$ cat src/rtl/fp_cmp_pkg.sv
`default_nettype none
// ============================================================================
//  Module      : fp_cmp_pkg
//  Description : Shared definitions for the FloPoCo floating-point comparator.
//                Opcode encodings, exception-field encodings and a helper
//                that returns the total FloPoCo word width for given WE/WF.
//  Revision    : 1.0 - initial release
// ============================================================================
package fp_cmp_pkg;

    // Operation codes carried with each transaction
    localparam logic [2:0] OP_GT  = 3'b000;
    localparam logic [2:0] OP_GE  = 3'b001;
    localparam logic [2:0] OP_LT  = 3'b010;
    localparam logic [2:0] OP_LE  = 3'b011;
    localparam logic [2:0] OP_EQ  = 3'b100;
    localparam logic [2:0] OP_NE  = 3'b101;
    localparam logic [2:0] OP_MAX = 3'b110;
    localparam logic [2:0] OP_MIN = 3'b111;

    // FloPoCo exception field (top two bits of every word)
    localparam logic [1:0] EXC_ZERO = 2'b00;
    localparam logic [1:0] EXC_NORM = 2'b01;
    localparam logic [1:0] EXC_INF  = 2'b10;
    localparam logic [1:0] EXC_NAN  = 2'b11;

    // Word layout: {exception[1:0], sign, exponent[WE-1:0], fraction[WF-1:0]}
    function automatic int fp_word_w(input int we, input int wf);
        return we + wf + 3;
    endfunction

endpackage : fp_cmp_pkg
`default_nettype wire

$ cat src/rtl/fp_class_decode.sv
`default_nettype none
// ============================================================================
//  Module      : fp_class_decode
//  Description : Purely combinational classifier for one FloPoCo word.
//                Splits the word into class flags, sign and the unsigned
//                {exponent,fraction} magnitude. Only the exception field
//                decides the class; exponent/fraction of special words are
//                passed through untouched and must be ignored downstream.
//  Ports       : i_word     - FloPoCo word
//                o_is_zero  - exception field is zero
//                o_is_inf   - exception field is infinity
//                o_is_nan   - exception field is NaN
//                o_sign     - sign bit
//                o_mag      - {exponent,fraction}
//  Revision    : 1.0 - initial release
// ============================================================================
module fp_class_decode
    import fp_cmp_pkg::*;
#(
    parameter int WE = 11,
    parameter int WF = 16
) (
    input  logic [fp_word_w(WE, WF)-1:0] i_word,
    output logic                         o_is_zero,
    output logic                         o_is_inf,
    output logic                         o_is_nan,
    output logic                         o_sign,
    output logic [WE+WF-1:0]             o_mag
);

    localparam int c_W = fp_word_w(WE, WF);

    logic [1:0] w_exc;

    assign w_exc     = i_word[c_W-1:c_W-2];
    assign o_is_zero = (w_exc == EXC_ZERO);
    assign o_is_inf  = (w_exc == EXC_INF);
    assign o_is_nan  = (w_exc == EXC_NAN);
    assign o_sign    = i_word[WE+WF];
    assign o_mag     = i_word[WE+WF-1:0];

endmodule : fp_class_decode
`default_nettype wire

$ cat src/rtl/fp_compare_pipe.sv
`default_nettype none
// ============================================================================
//  Module      : fp_compare_pipe
//  Description : Pipelined FloPoCo floating-point comparator with per-op
//                selection of GT/GE/LT/LE/EQ/NE/MAX/MIN. Valid and tag
//                travel with the data; ce=0 freezes every register.
//                PIPE=2: stage 1 holds decoded operands and the magnitude
//                compare, stage 2 holds the op-dependent result.
//                PIPE=1: everything is combinational into one output stage.
//  Ports       : clk, rst_n (async, active low), ce
//                in_valid, op[2:0], inA, inB, in_tag   - request
//                out_valid, result, unordered, sel_val, out_tag - response
//  Revision    : 1.0 - initial release
// ============================================================================
module fp_compare_pipe
    import fp_cmp_pkg::*;
#(
    parameter int WE   = 11,
    parameter int WF   = 16,
    parameter int PIPE = 2,
    parameter int TAGW = 4
) (
    input  logic                         clk,
    input  logic                         rst_n,
    input  logic                         ce,
    input  logic                         in_valid,
    input  logic [2:0]                   op,
    input  logic [fp_word_w(WE, WF)-1:0] inA,
    input  logic [fp_word_w(WE, WF)-1:0] inB,
    input  logic [TAGW-1:0]              in_tag,
    output logic                         out_valid,
    output logic                         result,
    output logic                         unordered,
    output logic [fp_word_w(WE, WF)-1:0] sel_val,
    output logic [TAGW-1:0]              out_tag
);

    localparam int c_W  = fp_word_w(WE, WF);
    localparam int c_MW = WE + WF;

    // ------------------------------------------------------------------
    // Front end: classify both operands and compare magnitudes
    // ------------------------------------------------------------------
    logic            w_a_zero, w_a_inf, w_a_nan, w_a_sign;
    logic            w_b_zero, w_b_inf, w_b_nan, w_b_sign;
    logic [c_MW-1:0] w_a_mag, w_b_mag;
    logic            w_mag_gt, w_mag_eq;

    fp_class_decode #(.WE(WE), .WF(WF)) u_dec_a (
        .i_word    (inA),
        .o_is_zero (w_a_zero),
        .o_is_inf  (w_a_inf),
        .o_is_nan  (w_a_nan),
        .o_sign    (w_a_sign),
        .o_mag     (w_a_mag)
    );

    fp_class_decode #(.WE(WE), .WF(WF)) u_dec_b (
        .i_word    (inB),
        .o_is_zero (w_b_zero),
        .o_is_inf  (w_b_inf),
        .o_is_nan  (w_b_nan),
        .o_sign    (w_b_sign),
        .o_mag     (w_b_mag)
    );

    assign w_mag_gt = (w_a_mag > w_b_mag);
    assign w_mag_eq = (w_a_mag == w_b_mag);

    // ------------------------------------------------------------------
    // Stage-1 view: registered for PIPE=2, straight wires for PIPE=1
    // ------------------------------------------------------------------
    logic            w_s1_valid;
    logic [2:0]      w_s1_op;
    logic [TAGW-1:0] w_s1_tag;
    logic [c_W-1:0]  w_s1_a, w_s1_b;
    logic            w_s1_a_zero, w_s1_a_inf, w_s1_a_nan, w_s1_a_sign;
    logic            w_s1_b_zero, w_s1_b_inf, w_s1_b_nan, w_s1_b_sign;
    logic            w_s1_mag_gt, w_s1_mag_eq;

    generate
        if (PIPE == 2) begin : g_pipe2
            logic            r_s1_valid;
            logic [2:0]      r_s1_op;
            logic [TAGW-1:0] r_s1_tag;
            logic [c_W-1:0]  r_s1_a, r_s1_b;
            logic            r_s1_a_zero, r_s1_a_inf, r_s1_a_nan, r_s1_a_sign;
            logic            r_s1_b_zero, r_s1_b_inf, r_s1_b_nan, r_s1_b_sign;
            logic            r_s1_mag_gt, r_s1_mag_eq;

            always_ff @(posedge clk or negedge rst_n) begin
                if (!rst_n) begin
                    r_s1_valid  <= 1'b0;
                    r_s1_op     <= '0;
                    r_s1_tag    <= '0;
                    r_s1_a      <= '0;
                    r_s1_b      <= '0;
                    r_s1_a_zero <= 1'b0;
                    r_s1_a_inf  <= 1'b0;
                    r_s1_a_nan  <= 1'b0;
                    r_s1_a_sign <= 1'b0;
                    r_s1_b_zero <= 1'b0;
                    r_s1_b_inf  <= 1'b0;
                    r_s1_b_nan  <= 1'b0;
                    r_s1_b_sign <= 1'b0;
                    r_s1_mag_gt <= 1'b0;
                    r_s1_mag_eq <= 1'b0;
                end else if (ce) begin
                    r_s1_valid  <= in_valid;
                    r_s1_op     <= op;
                    r_s1_tag    <= in_tag;
                    r_s1_a      <= inA;
                    r_s1_b      <= inB;
                    r_s1_a_zero <= w_a_zero;
                    r_s1_a_inf  <= w_a_inf;
                    r_s1_a_nan  <= w_a_nan;
                    r_s1_a_sign <= w_a_sign;
                    r_s1_b_zero <= w_b_zero;
                    r_s1_b_inf  <= w_b_inf;
                    r_s1_b_nan  <= w_b_nan;
                    r_s1_b_sign <= w_b_sign;
                    r_s1_mag_gt <= w_mag_gt;
                    r_s1_mag_eq <= w_mag_eq;
                end
            end

            assign w_s1_valid  = r_s1_valid;
            assign w_s1_op     = r_s1_op;
            assign w_s1_tag    = r_s1_tag;
            assign w_s1_a      = r_s1_a;
            assign w_s1_b      = r_s1_b;
            assign w_s1_a_zero = r_s1_a_zero;
            assign w_s1_a_inf  = r_s1_a_inf;
            assign w_s1_a_nan  = r_s1_a_nan;
            assign w_s1_a_sign = r_s1_a_sign;
            assign w_s1_b_zero = r_s1_b_zero;
            assign w_s1_b_inf  = r_s1_b_inf;
            assign w_s1_b_nan  = r_s1_b_nan;
            assign w_s1_b_sign = r_s1_b_sign;
            assign w_s1_mag_gt = r_s1_mag_gt;
            assign w_s1_mag_eq = r_s1_mag_eq;
        end else if (PIPE == 1) begin : g_pipe1
            assign w_s1_valid  = in_valid;
            assign w_s1_op     = op;
            assign w_s1_tag    = in_tag;
            assign w_s1_a      = inA;
            assign w_s1_b      = inB;
            assign w_s1_a_zero = w_a_zero;
            assign w_s1_a_inf  = w_a_inf;
            assign w_s1_a_nan  = w_a_nan;
            assign w_s1_a_sign = w_a_sign;
            assign w_s1_b_zero = w_b_zero;
            assign w_s1_b_inf  = w_b_inf;
            assign w_s1_b_nan  = w_b_nan;
            assign w_s1_b_sign = w_b_sign;
            assign w_s1_mag_gt = w_mag_gt;
            assign w_s1_mag_eq = w_mag_eq;
        end else begin : g_bad_pipe
            $error("fp_compare_pipe: PIPE must be 1 or 2");
        end
    endgenerate

    // ------------------------------------------------------------------
    // Ordering of A relative to B, ignoring NaN (NaN overrides below)
    // ------------------------------------------------------------------
    logic w_gt, w_eq, w_lt;

    always_comb begin
        w_gt = 1'b0;
        w_eq = 1'b0;
        if (w_s1_a_inf || w_s1_b_inf) begin
            if (w_s1_a_inf && w_s1_b_inf) begin
                w_eq = (w_s1_a_sign == w_s1_b_sign);
                w_gt = !w_s1_a_sign && w_s1_b_sign;
            end else if (w_s1_a_inf) begin
                w_gt = !w_s1_a_sign;
            end else begin
                // B infinite, A finite: A wins only against -inf
                w_gt = w_s1_b_sign;
            end
        end else if (w_s1_a_zero && w_s1_b_zero) begin
            w_eq = 1'b1;                 // +0 == -0
        end else if (w_s1_a_zero) begin
            w_gt = w_s1_b_sign;          // zero beats negative normals
        end else if (w_s1_b_zero) begin
            w_gt = !w_s1_a_sign;
        end else if (w_s1_a_sign != w_s1_b_sign) begin
            w_gt = !w_s1_a_sign;
        end else if (!w_s1_a_sign) begin
            w_gt = w_s1_mag_gt;
            w_eq = w_s1_mag_eq;
        end else begin
            // Both negative: larger magnitude is the smaller value
            w_gt = !w_s1_mag_gt && !w_s1_mag_eq;
            w_eq = w_s1_mag_eq;
        end
    end

    assign w_lt = !w_gt && !w_eq;

    // ------------------------------------------------------------------
    // Op mux and operand selection
    // ------------------------------------------------------------------
    logic w_unord;
    logic w_pick_max, w_pick_min;
    logic w_result;
    logic w_sel_a;

    assign w_unord = w_s1_a_nan || w_s1_b_nan;

    // NaN avoidance: a single NaN loses to the other operand, two NaNs
    // keep A. Ties keep A.
    always_comb begin
        w_pick_max = w_gt || w_eq;
        w_pick_min = w_lt || w_eq;
        if (w_s1_a_nan && w_s1_b_nan) begin
            w_pick_max = 1'b1;
            w_pick_min = 1'b1;
        end else if (w_s1_a_nan) begin
            w_pick_max = 1'b0;
            w_pick_min = 1'b0;
        end else if (w_s1_b_nan) begin
            w_pick_max = 1'b1;
            w_pick_min = 1'b1;
        end
    end

    always_comb begin
        w_result = 1'b0;
        case (w_s1_op)
            OP_GT:   w_result = !w_unord && w_gt;
            OP_GE:   w_result = !w_unord && (w_gt || w_eq);
            OP_LT:   w_result = !w_unord && w_lt;
            OP_LE:   w_result = !w_unord && (w_lt || w_eq);
            OP_EQ:   w_result = !w_unord && w_eq;
            OP_NE:   w_result = w_unord || !w_eq;
            OP_MAX:  w_result = w_pick_max;
            OP_MIN:  w_result = w_pick_min;
            default: w_result = 1'b0;
        endcase
    end

    // Predicates report the larger operand, so only MIN uses the min pick
    assign w_sel_a = (w_s1_op == OP_MIN) ? w_pick_min : w_pick_max;

    // ------------------------------------------------------------------
    // Output register stage
    // ------------------------------------------------------------------
    logic            r_out_valid;
    logic            r_result;
    logic            r_unordered;
    logic [c_W-1:0]  r_sel_val;
    logic [TAGW-1:0] r_out_tag;

    always_ff @(posedge clk or negedge rst_n) begin
        if (!rst_n) begin
            r_out_valid <= 1'b0;
            r_result    <= 1'b0;
            r_unordered <= 1'b0;
            r_sel_val   <= '0;
            r_out_tag   <= '0;
        end else if (ce) begin
            r_out_valid <= w_s1_valid;
            r_result    <= w_result;
            r_unordered <= w_unord;
            r_sel_val   <= w_sel_a ? w_s1_a : w_s1_b;
            r_out_tag   <= w_s1_tag;
        end
    end

    assign out_valid = r_out_valid;
    assign result    = r_result;
    assign unordered = r_unordered;
    assign sel_val   = r_sel_val;
    assign out_tag   = r_out_tag;

endmodule : fp_compare_pipe
`default_nettype wire
$ cat config.mk
export PLATFORM = sky130hd
export DESIGN_NAME = fp_compare_pipe
export DESIGN_NICKNAME = d
export VERILOG_FILES = /design/src/rtl/fp_cmp_pkg.sv /design/src/rtl/fp_class_decode.sv /design/src/rtl/fp_compare_pipe.sv
export SDC_FILE = /design/constraint.sdc
export NUM_CORES = 1
export LEC_CHECK = 0
export BUFFER_PORTS_ARGS = -buffer_cell sky130_fd_sc_hd__buf_2
export CAP_MARGIN = 40
export CORE_UTILIZATION = 40
export CTS_BUF_LIST = sky130_fd_sc_hd__clkbuf_4
export DETAILED_ROUTE_END_ITERATION = 10
export HOLD_SLACK_MARGIN = 0.1
export REMOVE_ABC_BUFFERS = 1
export SLEW_MARGIN = 20
export SYNTH_ARGS = -nofsm -noshare
export SYNTH_HDL_FRONTEND = slang
export SYNTH_SLANG_ARGS = --single-unit
$ cat constraint.sdc
create_clock -name clk -period 7.2 [get_ports clk]
set_input_delay 1.44 -clock clk [delete_from_list [all_inputs] [get_ports clk]]
set_output_delay 1.44 -clock clk [all_outputs]
set_load 0.03 [all_outputs]
======== Word level (Yosys, flattened, before mapping) ========
Index checks and enable logic that the tools add are counted.
cells by class
  magnitude comparators ................... 1
  muxes and demuxes ....................... 23
  reductions and logical operators ........ 25
  equality and inequality tests ........... 14
operator list
  kind                                                              number
  30-bit 2-to-1 mux                                                 1
  27-bit == test                                                    1
  27-bit > comparator                                               1
  1-bit 2-to-1 mux                                                  21
  3-bit == test (second input constant)                             4
  1-bit logical AND                                                 11
  2-bit == test (second input constant)                             4
  1-bit one-hot mux with 8 select lines                             1
  3-bit by 2-bit == test with 1-bit output (second input constant)  2
  1-bit logical NOT                                                 6
  1-bit logical OR                                                  5
  2-bit logical NOT                                                 2
  3-bit by 1-bit == test with 1-bit output (second input constant)  1
  3-bit logical NOT                                                 1
  1-bit == test                                                     1
  1-bit inequality test                                             1
word-level totals
  output and inout port bits .............. 37
  bits in registers ....................... 115
  input port bits ......................... 71

======== Logic depth before layout (Yosys ltp) ========
Gate-level depths: netlist (run 1).
  word-level depth ........................ 16
  mapped depth ............................ 9

======== Modules after synthesis ========
Synthesis (run 1) repeated with hierarchy kept, for this count alone.
unflattened totals
  cell total of the unflattened synthesis .. 566
  area total of the unflattened synthesis .. 6331.1 um2
by module, submodules not included
  module           cells each  times used  seq. area each (um2)  area an instance (um2)
  fp_compare_pipe  504         1           2877.8                5870.6
  fp_class_decode  31          2           0.0                   230.2

======== Worst setup path after synthesis (run 1) ========
Ideal clock, no wire load.
  kind .................................... in2reg
  start ................................... input inB[24]
  end ..................................... register g_pipe2.r_s1_mag_gt
  path slack .............................. 4.353 ns
  data arrival time ....................... 2.765 ns
  setup time .............................. 0.082 ns
  stages on the path ...................... 8
  cells stage by stage .................... inv_1 ha_1 nand4_1 or3_1 nor2_1 o221ai_1 nor4b_1 o22ai_1
between the ends
  word-level cells in the longest chain between the ends .. 1
RTL lines
  element                 RTL line                text
  start: declaration      fp_compare_pipe.sv:29   input logic [fp_word_w(WE, WF)-1:0] inB,
  27-bit > comparator     fp_compare_pipe.sv:67   assign w_mag_gt = (w_a_mag > w_b_mag);
  end signal: assignment  fp_compare_pipe.sv:122  r_s1_mag_gt <= w_mag_gt;
  end: declaration        fp_compare_pipe.sv:89   logic r_s1_mag_gt, r_s1_mag_eq;
No other way between the ends.
A chain may end at the register's enable or synchronous reset.

==> out/summary.txt, run 1 <==
synthesized instance count - 504
global placer's final weighted congestion - 0.8222
clock tree sinks - 113
post-cts sizing count - 0
dpl cell area - 0.006452 mm²
Peak VDD IR - 126.6 µV
CP startpoint - g_pipe2.r_s1_a[27]$_DFFE_PN0P_
Clock Skews - 18.70 ps
Num CTS Buffers - 17
endpoints failing setup - 0
Root Driver - clkbuf_4
core area - 0.01404 mm²
Peak Freq - 330.6 MHz
Critical Path AT - 3460 ps
Crit path largest cell delay - 600 ps
run status - finished clean
DR DRC count - 0
Hold Path Class - reg2reg
post-CTS setup buffers - 0
routed vias - 4324
Final Hold Fails - 0
pin count of the biggest net entering global routing - 82
final instance area - 0.006728 mm²
Period minus WS final - 3025 ps
total power draw - 1.619 mW
Required @ worst endpoint - 7630 ps
Via density - 5.453
Die X-Extent - 122.5 µm
CP max stage cell - o211ai_1
WL final - 13600 µm
endpoint type of the worst setup path - register
Iteration-0 DRC Markers - 272
# hold bufs at CTS - 0
share of cells above drive strength 1 - 35.40%
Leakage - 3.122 nW
unrepaired setup endpoints after global routing - false
grt ovf - 0
kind of start point of the critical path - register
initial antenna violation count - 0
crit path kind - reg2reg
register bit total from synthesis - 113
Worst Setup EP - sel_val[10]$_DFFE_PN0P_
Max-slew headroom - 48.66%
worst r2r src - g_pipe2.r_s1_a[27]$_DFFE_PN0P_
Synth top area share - 48.66%
Synth area leaders - dfrtp_1 49%, mux2_2 14%, ha_1 6.0%, o221a_1 5.8%, o221ai_1 4.7%
crit share post-route - 42.01%
max_cap viols - 0
Clock Pin Slew Worst Setup and Hold Paths - 100 ps
worst skew pair latency - 510 ps
CTS tree - built
die height - 122.5 µm
CTS max path bufs - 2
area grow syn2layout - 15.78%
Netlist cell types - 48
worst reg2reg path endpoint - sel_val[10]$_DFFE_PN0P_
fin worst setup slack - 4175 ps
CP max FO - 24
Routed Antenna Nets - 0
commonest register cell after synthesis - dfrtp_1
cell row count - 43
IO buf count - 107
EDFF count, synth - 0
iteration count of the initial detailed-routing pass - 4
Avg Cell Area, Syn - 11.53 µm²
most frequent cells after synthesis - 113 x dfrtp_1, 74 x mux2_2, 63 x inv_1, 41 x o21ai_0, 31 x o221ai_1
Synth area leader - dfrtp_1
sum of negative setup slack - 0 ps
PD cells - 240.6 mW/mm²
Mapped Area - 0.005811 mm²
IO Pins - 108
DP Worst Slack - 3700 ps
Slew Limit Fails - 0
hpwl dp - 9110 µm
Worst-Margin Slew - 770.1 ps
# nets final - 703
sequential cell area fraction in the yosys report - 48.66%
Syn. warnings - 0
GRT Total Usage - 19.25%
die area - 0.01501 mm²
n_diodes - 0
first-pass GRT wire length - 21790 µm
# H-tree levels - 4
Cells on Worst Hold Path - 1
crit-path cells - inv_1 > ha_1 > nor3b_2 > mux2i_1 > a22oi_2 > xnor2_1 > o211ai_1 > buf_4 > o221a_1
Initial Util - 41.38%
top-count cell post-synth - dfrtp_1
Async SR Flop Fraction - 100.0%
R2R cell count - 9
routed length per instance - 17.16 µm
vias in the first global route - 4181
R2R Setup Slk - 4180 ps
-- layer usage --
layer | part of all wire, % | vias up | GRT usage [%]
li1 | - | 2069 | -
met1 | 48 | 2138 | 26.70
met2 | 46 | 113 | 29.63
met3 | 5.5 | 4 | 4.926
met4 | 0.57 | 0 | 5.488
met5 | 0 | - | 0
-- worst min-delay path by stage --
stage                                    start  slack (ps)                         endpoint
6_report        g_pipe2.r_s1_valid$_DFFE_PN0P_         510   g_pipe2.r_s1_valid$_DFFE_PN0P_
5_1_grt                 out_tag[1]$_DFFE_PN0P_         540           out_tag[1]$_DFFE_PN0P_
4_1_cts         g_pipe2.r_s1_valid$_DFFE_PN0P_         520   g_pipe2.r_s1_valid$_DFFE_PN0P_
3_5_place_dp    g_pipe2.r_s1_valid$_DFFE_PN0P_         490   g_pipe2.r_s1_valid$_DFFE_PN0P_
3_3_place_gp    g_pipe2.r_s1_valid$_DFFE_PN0P_         480   g_pipe2.r_s1_valid$_DFFE_PN0P_
2_1_floorplan  g_pipe2.r_s1_tag[0]$_DFFE_PN0P_         470  g_pipe2.r_s1_tag[0]$_DFFE_PN0P_
-- placed cells by master, fill, tap and decap left out, drive strengths merged, types with 3 or more instances in the layout --
master  instances
mux2           74
inv            63
a21o            4
nand3           5
o221ai         31
o221a          30
o211ai          3
a21oi           6
nor2           10
ha             28
nand4           9
o21ai          41
a211oi          4
nand2          11
dfrtp         113
nand3b          4
buf           114
clkbuf         17
clkinv         10
a31oi           3
-- final cells by class --
type | count | area (µm²)
clock inverter | 11 | 100.1
sequential | 113 | 2828
timing repair buffer | 114 | 625.6
multi-input combinational | 294 | 2581
inverter | 64 | 240.2
fill | 1312 | 7315
tap | 180 | 225.2
clock buffer | 17 | 127.6
-- logic make-up after synthesis --
family,after synthesis,synth area share (%)
fa+ha+maj,28,6.029
simple gates,54,5.383
xor+xnor,1,0.1508
buf+inv,97,6.912
compound gates,135,18.17
flops,113,48.66
mux,76,14.69
-- stage by stage --
stage / cells / utilization, % / hold slack, ps
after floorplan: 471 / - / 474.9
after global placement: 763 / 45.95 / 483.1
after detailed placement: 763 / 45.95 / 493.8
after CTS: 791 / 47.57 / 516.1
after global routing: 793 / 47.91 / 538.7
final: 793 / 47.91 / 512.0
-- report_power, final --
part	total (mW)	leakage, nW	internal, mW	switching [mW]
sequential	0.787	1.34	0.720	0.0676
clock	0.415	0.132	0.191	0.225
combinational	0.416	1.65	0.167	0.249
total	1.62	3.12	1.08	0.541
-- sequential cells by signal, summed over array words and instances, names as in the netlist, 3 cells and up --
register and cells:
g_pipe2.r_s1_a 30, g_pipe2.r_s1_b 30, g_pipe2.r_s1_op 3, g_pipe2.r_s1_tag 4, out_tag 4, sel_val 30
-- critical path: cells and delay by family, from the launching register on --
family	cells	cell delay (ps)
AO/OA/AOI/OAI	3	990
buffers and inverters	2	580
flip-flops	1	430
adder cells (fa/ha/maj)	1	330
multiplexers	1	250
AND/OR/NAND/NOR	1	190
XOR/XNOR	1	170
Power figures use the tool's default switching activity.
==> run 2, diff against run 1 <==
Clock period 7.2 ns to 2.55 ns, I/O delays scaled along.
==> run 2 against run 1 <==
- final cell count is 2.4% higher
- sequential power rose to 2.8 times the previous value
- hold slack got worse by 330 ps
- worst setup slack worse by 4100 ps
- fmax up 21%
- total power rose to 3.2 times the previous value
- utilization increased by 2.6 points
- die area is the same
- non-clock buffer count grew 16
- wire length is 6.2% higher
- combinational power rose to 3.1 times the previous value
- critical path type unchanged
- largest cell class unchanged
- highest routed layer unchanged
==> out/summary.txt, run 2 (same netlist as run 1, synthesis figures left out) <==
Routed Antenna Nets - 0
final instance area - 0.007091 mm²
dpl cell area - 0.006618 mm²
unrepaired setup endpoints after global routing - true
WL final - 14450 µm
Cell Int Power - 3.574 mW
die height - 122.5 µm
Iteration-0 DRC Markers - 345
run status - finished clean
die area - 0.01501 mm²
Die X-Extent - 122.5 µm
crit share post-route - 98.02%
Final Hold Fails - 0
Peak VDD IR - 422.4 µV
R2R cell count - 8
clock tree sinks - 113
worst r2r src - g_pipe2.r_s1_b[27]$_DFFE_PN0P_
Required @ worst endpoint - 2960 ps
cell row count - 43
initial antenna violation count - 0
CP startpoint - g_pipe2.r_s1_b[27]$_DFFE_PN0P_
commonest non-fill, non-tap cell in the layout - dfrtp_1
CP max FO - 6
Root Driver - clkbuf_4
Leakage - 3.297 nW
Peak Freq - 400.1 MHz
vias in the first global route - 4389
kind of start point of the critical path - register
R2R Setup Slk - 50 ps
Worst-Margin Slew - 601.5 ps
worst reg2reg path endpoint - sel_val[2]$_DFFE_PN0P_
n_diodes - 0
Critical Path AT - 2910 ps
# nets final - 719
switching share of power - 31.54%
Net Switching - 1.646 mW
CTS tree - built
GRT Total Usage - 19.96%
Hold Path Class - in2reg
worst skew pair latency - 530 ps
share of power burned in registers - 42.6%
core area - 0.01404 mm²
max_cap viols - 0
Initial Util - 41.38%
DP Worst Slack - 61.48 ps
Max-slew headroom - 59.90%
# H-tree levels - 4
Period minus WS final - 2500 ps
routed vias - 4432
Num CTS Buffers - 17
Worst Setup EP - sel_val[2]$_DFFE_PN0P_
PD cells - 736.3 mW/mm²
CTS max path bufs - 2
Via density - 5.458
iteration count of the initial detailed-routing pass - 7
hold_sp - inA[27]
Clock Power Share - 32.5%
endpoint type of the worst setup path - register
hpwl dp - 9511 µm
crit path kind - reg2reg
sum of negative setup slack - 0 ps
routed length per instance - 17.80 µm
hold slack - 181.3 ps
Crit path largest cell delay - 580 ps
pin count of the biggest net entering global routing - 65
Slew Limit Fails - 0
Clock Pin Slew Worst Setup and Hold Paths - 100 ps
Clock Skews - 18.06 ps
DR DRC count - 0
grt ovf - 0
global placer's final weighted congestion - 0.7760
fin worst setup slack - 50.46 ps
IO buf count - 107
Logic pwr share - 24.9%
share of cells above drive strength 1 - 38.13%
endpoints failing setup - 0
area grow syn2layout - 22.03%
commonest cells after routing, fill and taps aside - 113 x dfrtp_1, 105 x buf_2, 74 x mux2_2
crit-path cells - ha_4 > nor3b_4 > mux2i_1 > a22oi_2 > xnor2_2 > or4b_4 > clkbuf_16 > o221a_1
first-pass GRT wire length - 22510 µm
CP max stage cell - or4b_4
IO Pins - 108
==> run 2: cell types whose count changed in the layout (fill, tap and decap cells not counted), moves of 2 or more <==
cell	change
buf_4	+7
buf_12	+5
bufinv_16	+4
clkinv_1	-3
buf_6	+2
clkbuf_16	+2
clkbuf_4	+2
clkinv_2	-2
clkinvlp_4	+2
==> run 2: power groups by stage <==
stage,registers (mW),logic (mW),clock network [mW]
final,2.23,1.30,1.70
after global routing,2.26,1.41,1.82
after CTS,2.22,1.25,1.73
after detailed placement,2.26,1.24,0
after global placement,2.24,1.21,0
after floorplan,2.46,0.509,0
==> run 2: layout make-up <==
type / count / area (µm²)
clock buffer: 19 / 142.6
timing repair buffer: 130 / 833.3
sequential: 113 / 2828
clock inverter: 12 / 214.0
tap: 180 / 225.2
fill: 1265 / 6952
inverter: 64 / 240.2
multi-input combinational: 294 / 2608
==> run 2: what timing repair did <==
item	in CTS	in global routing
hold endpoints to repair	40	0
hold buffers	1	0
endpoints found under the setup margin	0	30
resized for setup	0	5
setup buffers	0	2
==> run 2: metal layers <==
layer / vias to the layer above / track usage, % / wire length, µm
met5: - / 0 / 0
met4: 0 / 7.393 / 206
met3: 15 / 5.623 / 878
met2: 132 / 30.76 / 6675
met1: 2179 / 26.62 / 6691
li1: 2106 / - / -
==> run 2: worst max-delay path, delay by kind of cell, from the launching register on <==
family / cells / cell delay, ps
and+or+nand+nor: 2 / 750
xor gates and xnor gates: 1 / 150
DFF: 1 / 420
muxes: 1 / 230
adders and majority gates: 1 / 280
buffers and inverters: 1 / 210
AOI/OAI and AO/OA: 2 / 330
==> run 2: per-stage QoR <==
| step | util (%) | power, mW | cells |
|---|---|---|---|
| after detailed placement | 47.13 | 3.500 | 775 |
| final | 50.49 | 5.221 | 812 |
| after global placement | 47.13 | 3.459 | 775 |
| after CTS | 49.74 | 5.198 | 807 |
| after global routing | 50.49 | 5.488 | 812 |
| after floorplan | - | 2.968 | 471 |
==> run 2: how the worst min path moves through the flow <==
stage	cells past startpoint	endpoint	slack, ps
2_1_floorplan	0	g_pipe2.r_s1_a[0]$_DFFE_PN0P_	210
3_3_place_gp	1	g_pipe2.r_s1_tag[3]$_DFFE_PN0P_	480
3_5_place_dp	1	out_tag[3]$_DFFE_PN0P_	490
4_1_cts	3	g_pipe2.r_s1_a[27]$_DFFE_PN0P_	150
5_1_grt	3	g_pipe2.r_s1_a[27]$_DFFE_PN0P_	130
6_report	3	g_pipe2.r_s1_a[27]$_DFFE_PN0P_	180
